### config.mk
export PLATFORM = sky130hd
export DESIGN_NAME = command_controller_flat
export DESIGN_NICKNAME = d
export VERILOG_FILES = /design/src/rtl/command_controller_if.sv /design/src/rtl/command_controller.sv /design/src/flat_wrapper.sv
export SDC_FILE = /design/constraint.sdc
export NUM_CORES = 1
export LEC_CHECK = 0
export BUFFER_PORTS_ARGS = -buffer_cell sky130_fd_sc_hd__clkbuf_2
export CAP_MARGIN = 25
export CORE_MARGIN = 1
export CORE_UTILIZATION = 39
export CTS_CLUSTER_SIZE = 25
export DETAILED_ROUTE_END_ITERATION = 8
export PLACE_DENSITY = 0.66
export SYNTH_ARGS = -nofsm -noshare
export SYNTH_HDL_FRONTEND = slang
export SYNTH_SLANG_ARGS = --single-unit
### constraint.sdc
create_clock -name clk -period 2 [get_ports clk]
set_input_delay 0.1 -clock clk [delete_from_list [all_inputs] [get_ports clk]]
set_output_delay 0.1 -clock clk [all_outputs]
set_load 0.02 [all_outputs]
### src/rtl/command_controller_if.sv
// Bundles the UART byte stream, register file and transmit FIFO signals
// seen by command_controller; master is the controller side.
interface command_controller_if #(
  parameter int DATA_WIDTH    = 8,
  parameter int ADDRESS_WIDTH = 4
);
  logic [DATA_WIDTH-1:0]    rx_data;
  logic                     rx_valid;
  logic [ADDRESS_WIDTH-1:0] rf_address;
  logic                     rf_write_enable;
  logic [DATA_WIDTH-1:0]    rf_write_data;
  logic                     rf_read_enable;
  logic [DATA_WIDTH-1:0]    rf_read_data;
  logic                     rf_read_data_valid;
  logic                     tx_full;
  logic [DATA_WIDTH-1:0]    tx_data;
  logic                     tx_valid;
  logic                     frame_error;
  logic                     busy;

  modport master (
    input  rx_data, rx_valid, rf_read_data, rf_read_data_valid, tx_full,
    output rf_address, rf_write_enable, rf_write_data, rf_read_enable,
           tx_data, tx_valid, frame_error, busy
  );

  modport slave (
    output rx_data, rx_valid, rf_read_data, rf_read_data_valid, tx_full,
    input  rf_address, rf_write_enable, rf_write_data, rf_read_enable,
           tx_data, tx_valid, frame_error, busy
  );
endinterface

### src/rtl/command_controller.sv
// Decodes UART command bytes (write: op,addr,data / read: op,addr) into
// register file accesses and returns read data through the transmit FIFO.
module command_controller #(
  parameter int                    DATA_WIDTH    = 8,
  parameter int                    ADDRESS_WIDTH = 4,
  parameter logic [DATA_WIDTH-1:0] WRITE_COMMAND = 8'hAA,
  parameter logic [DATA_WIDTH-1:0] READ_COMMAND  = 8'hBB
) (
  input logic                  clk,
  input logic                  reset,
  command_controller_if.master bus
);

  typedef enum logic [2:0] {
    IDLE,
    WR_ADDR,
    WR_DATA,
    RD_ADDR,
    RD_ISSUE,
    RD_WAIT,
    TX_SEND
  } state_t;

  state_t state;

  logic addr_out_of_range;
  assign addr_out_of_range = (bus.rx_data >> ADDRESS_WIDTH) != '0;

  // busy is assigned next to every state change so it tracks state exactly
  // while still coming straight from a flop.
  always_ff @(posedge clk or negedge reset) begin
    if (!reset) begin
      state               <= IDLE;
      bus.rf_address      <= '0;
      bus.rf_write_data   <= '0;
      bus.rf_write_enable <= 1'b0;
      bus.rf_read_enable  <= 1'b0;
      bus.tx_data         <= '0;
      bus.tx_valid        <= 1'b0;
      bus.frame_error     <= 1'b0;
      bus.busy            <= 1'b0;
    end else begin
      bus.rf_write_enable <= 1'b0;
      bus.rf_read_enable  <= 1'b0;
      bus.tx_valid        <= 1'b0;
      bus.frame_error     <= 1'b0;
      case (state)
        IDLE: begin
          if (bus.rx_valid) begin
            if (bus.rx_data == WRITE_COMMAND) begin
              state    <= WR_ADDR;
              bus.busy <= 1'b1;
            end else if (bus.rx_data == READ_COMMAND) begin
              state    <= RD_ADDR;
              bus.busy <= 1'b1;
            end else begin
              bus.frame_error <= 1'b1;
            end
          end
        end
        WR_ADDR, RD_ADDR: begin
          if (bus.rx_valid) begin
            if (addr_out_of_range) begin
              bus.frame_error <= 1'b1;
              state           <= IDLE;
              bus.busy        <= 1'b0;
            end else begin
              bus.rf_address <= bus.rx_data[ADDRESS_WIDTH-1:0];
              state          <= (state == WR_ADDR) ? WR_DATA : RD_ISSUE;
            end
          end
        end
        WR_DATA: begin
          if (bus.rx_valid) begin
            bus.rf_write_data   <= bus.rx_data;
            bus.rf_write_enable <= 1'b1;
            state               <= IDLE;
            bus.busy            <= 1'b0;
          end
        end
        RD_ISSUE: begin
          bus.frame_error    <= bus.rx_valid;
          bus.rf_read_enable <= 1'b1;
          state              <= RD_WAIT;
        end
        RD_WAIT: begin
          bus.frame_error <= bus.rx_valid;
          if (bus.rf_read_data_valid) begin
            bus.tx_data <= bus.rf_read_data;
            state       <= TX_SEND;
          end
        end
        TX_SEND: begin
          bus.frame_error <= bus.rx_valid;
          if (!bus.tx_full) begin
            bus.tx_valid <= 1'b1;
            state        <= IDLE;
            bus.busy     <= 1'b0;
          end
        end
        default: begin
          state    <= IDLE;
          bus.busy <= 1'b0;
        end
      endcase
    end
  end

endmodule

### src/flat_wrapper.sv
// flat-port wrapper written by rule: the top's interface ports become plain ports
module command_controller_flat 
#(
  parameter int                    DATA_WIDTH    = 8,
  parameter int                    ADDRESS_WIDTH = 4,
  parameter logic [DATA_WIDTH-1:0] WRITE_COMMAND = 8'hAA,
  parameter logic [DATA_WIDTH-1:0] READ_COMMAND  = 8'hBB
)
  (clk, reset, bus_rx_data, bus_rx_valid, bus_rf_read_data, bus_rf_read_data_valid, bus_tx_full, bus_rf_address, bus_rf_write_enable, bus_rf_write_data, bus_rf_read_enable, bus_tx_data, bus_tx_valid, bus_frame_error, bus_busy);
  command_controller_if #(.DATA_WIDTH(DATA_WIDTH), .ADDRESS_WIDTH(ADDRESS_WIDTH)) bus_i ();
  input logic clk;
  input logic reset;
  input wire logic [$bits(bus_i.rx_data)-1:0] bus_rx_data;
  input wire logic [$bits(bus_i.rx_valid)-1:0] bus_rx_valid;
  input wire logic [$bits(bus_i.rf_read_data)-1:0] bus_rf_read_data;
  input wire logic [$bits(bus_i.rf_read_data_valid)-1:0] bus_rf_read_data_valid;
  input wire logic [$bits(bus_i.tx_full)-1:0] bus_tx_full;
  output wire logic [$bits(bus_i.rf_address)-1:0] bus_rf_address;
  output wire logic [$bits(bus_i.rf_write_enable)-1:0] bus_rf_write_enable;
  output wire logic [$bits(bus_i.rf_write_data)-1:0] bus_rf_write_data;
  output wire logic [$bits(bus_i.rf_read_enable)-1:0] bus_rf_read_enable;
  output wire logic [$bits(bus_i.tx_data)-1:0] bus_tx_data;
  output wire logic [$bits(bus_i.tx_valid)-1:0] bus_tx_valid;
  output wire logic [$bits(bus_i.frame_error)-1:0] bus_frame_error;
  output wire logic [$bits(bus_i.busy)-1:0] bus_busy;
  assign bus_i.rx_data = bus_rx_data;
  assign bus_i.rx_valid = bus_rx_valid;
  assign bus_i.rf_read_data = bus_rf_read_data;
  assign bus_i.rf_read_data_valid = bus_rf_read_data_valid;
  assign bus_i.tx_full = bus_tx_full;
  assign bus_rf_address = bus_i.rf_address;
  assign bus_rf_write_enable = bus_i.rf_write_enable;
  assign bus_rf_write_data = bus_i.rf_write_data;
  assign bus_rf_read_enable = bus_i.rf_read_enable;
  assign bus_tx_data = bus_i.tx_data;
  assign bus_tx_valid = bus_i.tx_valid;
  assign bus_frame_error = bus_i.frame_error;
  assign bus_busy = bus_i.busy;
  command_controller #(.DATA_WIDTH(DATA_WIDTH), .ADDRESS_WIDTH(ADDRESS_WIDTH), .WRITE_COMMAND(WRITE_COMMAND), .READ_COMMAND(READ_COMMAND)) u_core (.clk(clk), .reset(reset), .bus(bus_i));
endmodule
==> results.toml <==
[cts]
post_cts_buffers = 0
cts_resized = 0
holdBufCountCts = 8
clockBufferDepth = 2
cts_root_buf = "clkbuf_4"
cts_buffers = 3
cts.sinks = 28
cts-htree-levels = 1
cts_tree = "built"
clk_latency_ps = 320
clk_pin_slew_ps = 150

[final_layout]
nNetsFinal = 164
drive_gt1_frac = 0.549
antennaDiodeCount = 0
syn_to_final_growth_pct = 31.8

[detailed_routing]
drt_wl_total_um = 2370
drt-initial-drc-count = 12
wire_per_inst_um = 12.7
via_count = 879
drt_first_pass_iters = 6
viasPerCell = 4.73
drc_errors = 2
ant_nets = 0

[timing]
maxSlewHeadroom = 0.565
skew_ps = 0.670
finalCritPeriodShare = 0.822
fin_crit_ps = 1640
slew_violations = 0
finalSetupTns_ps = 0
rsz0062_at_grt = "no"
final-setup-viol-count = 0
hold_viol = 0
max_freq_ghz = 0.609
worst_pin_slew_ps = 652

[setup_path]
crit_start = "u_core.state[2]"
cpMaxStageDelayCell = "dfrtp_1"
endpoint = "u_core.state[1]"
cp_num_cells = 3
cp-end-kind = "register"
setup.worst_path.start_class = "register"
rr_startpoint = "u_core.state[2]"
cp_cell_sequence = "nand4_1, o311ai_0, a2bb2oi_1"
critical-path-top-delay-family = "flip-flops"
cp.required_ps = 2250
critPathKind = "reg2reg"
crit_arrival_ps = 1890
worstReg2RegEnd = "u_core.state[1]"
worst-path-buf-inv = 0
max_stage_delay_ps = 610
r2r_setup_slack_ps = 360
reg2regPathDepth = 3
critical_path_peak_fanout = 12

[synth]
synthesis.area_um2 = 1230
synth_top_area_frac = 0.570
ys_warn_count = 0
ys_types = 33
yosys.area.top_type = "dfrtp_1"
synth-main-ff-cell = "dfrtp_1"
ys_ff_latch = 28
synth.area.top_cells = "dfrtp_1, mux2_2, mux2_4"
synth_fp_nets = 107
synthArstFlopShare = 1.00
synth_most_common_cell = "dfrtp_1"
synth_edf_count = 0
ys_top_cells_by_count = "dfrtp_1, mux2_2, mux2_4, nor2_1"
ys_seq_area_frac = 0.570
synthCells = 86
synth.avg_cell_area_um2 = 14.3

[power]
p_leak_uw = 0.000819
p_per_area_nw_per_um2 = 918
finalPower_uw = 1490
peakVddDrop_mv = 0.529

[status]
violations = "design-rule violations"
status = "complete, but fails checks"

[global_route]
grt_remaining_overflow = 0
met3_usage = 0.0223
grt_pass1_vias = 907
grt_busiest_layer = "met2"
grt_usage = 0.150
grt_pass1_wl_um = 3910
antenna_found_initial = 0
met2_usage = 0.256
grt_max_degree = 29
grt_use_met1 = 0.192

[min_path]
hold_path.class = "in2reg"

[place]
io_buffers = 45
gp_congestion = 0.852
hpwl_um = 1750

[die]
die_width_um = 58.1
core_area_um2 = 3030
num_rows = 20
initial_core_util = 0.406
ios = 46
dieArea_um2 = 3380
die_h_um = 58.1

[run]
maxCapViolCount = 0
[per-layer routing]
metal | wire [um] | vias up
li1 | - | 426
met1 | 1060 | 435
met2 | 1250 | 18
met3 | 62 | 0
met4 | 0 | 0
met5 | 0 | -
[power breakdown]
part	total, uW	internal (uW)	switching (uW)
Combinational	476	214	262
Sequential	735	671	63.8
Clock	274	111	163
[cell usage in the layout, fill, tap and decap left out, types with 3 or more instances in the layout]
cell / instances
nor2_1: 3
dfrtp_1: 28
clkbuf_4: 3
dlygate4sd3_1: 9
clkbuf_2: 45
mux2_2: 17
mux2_4: 4
[kinds of logic (layout without fill, tap and decap cells)]
logic type | Yosys count | count (layout) | share of synthesized area
buf+inv | 5 | 61 | 0.0255
simple gates | 19 | 19 | 0.117
xor+xnor | 1 | 1 | 0.00713
flops | 28 | 28 | 0.570
compound gates | 12 | 12 | 0.0754
mux | 21 | 21 | 0.205
[layout make-up]
| class | instances | area [um^2] |
|---|---|---|
| Multi-Input combinational cell | 53 | 497 |
| Fill cell | 270 | 1410 |
| Timing Repair Buffer | 55 | 323 |
| Inverter | 2 | 7.51 |
| Tap cell | 44 | 55.1 |
| Sequential cell | 28 | 701 |
| Clock buffer | 4 | 36.3 |
[worst min-delay path by stage]
stage,start,end,cells past startpoint
after floorplan,reset,u_core.bus.busy,0
final,bus_rf_read_data[7],u_core.bus.tx_data[7],2
after detailed placement,reset,u_core.bus.rf_write_data[2],1
after global routing,bus_rf_read_data[7],u_core.bus.tx_data[7],2
after global placement,reset,u_core.bus.rf_write_data[2],1
after CTS,bus_rf_read_data[0],u_core.bus.tx_data[0],2
[metrics by stage]
stage / util / hold WS (ps) / setup WS, ps / cells / instance area (um^2)
after floorplan: - / -196 / 529 / 86 / 1230
after global placement: 0.493 / 164 / 454 / 173 / 1490
after global routing: 0.535 / 1.29 / 229 / 186 / 1620
final: 0.535 / 11.9 / 357 / 186 / 1620
after detailed placement: 0.493 / 167 / 350 / 173 / 1490
after CTS: 0.531 / 0.931 / 318 / 185 / 1610
[state kept, by name, summed over array words and instances (netlist names)]
register and count:
u_core.bus.rf_write_data 8, u_core.bus.rf_read_enable 1, u_core.state 3, u_core.bus.tx_data 8, u_core.bus.tx_valid 1, u_core.bus.frame_error 1, u_core.bus.rf_address 4, u_core.bus.busy 1
u_core.bus.rf_write_enable 1
Note: power is estimated with default switching activity, not from simulation.
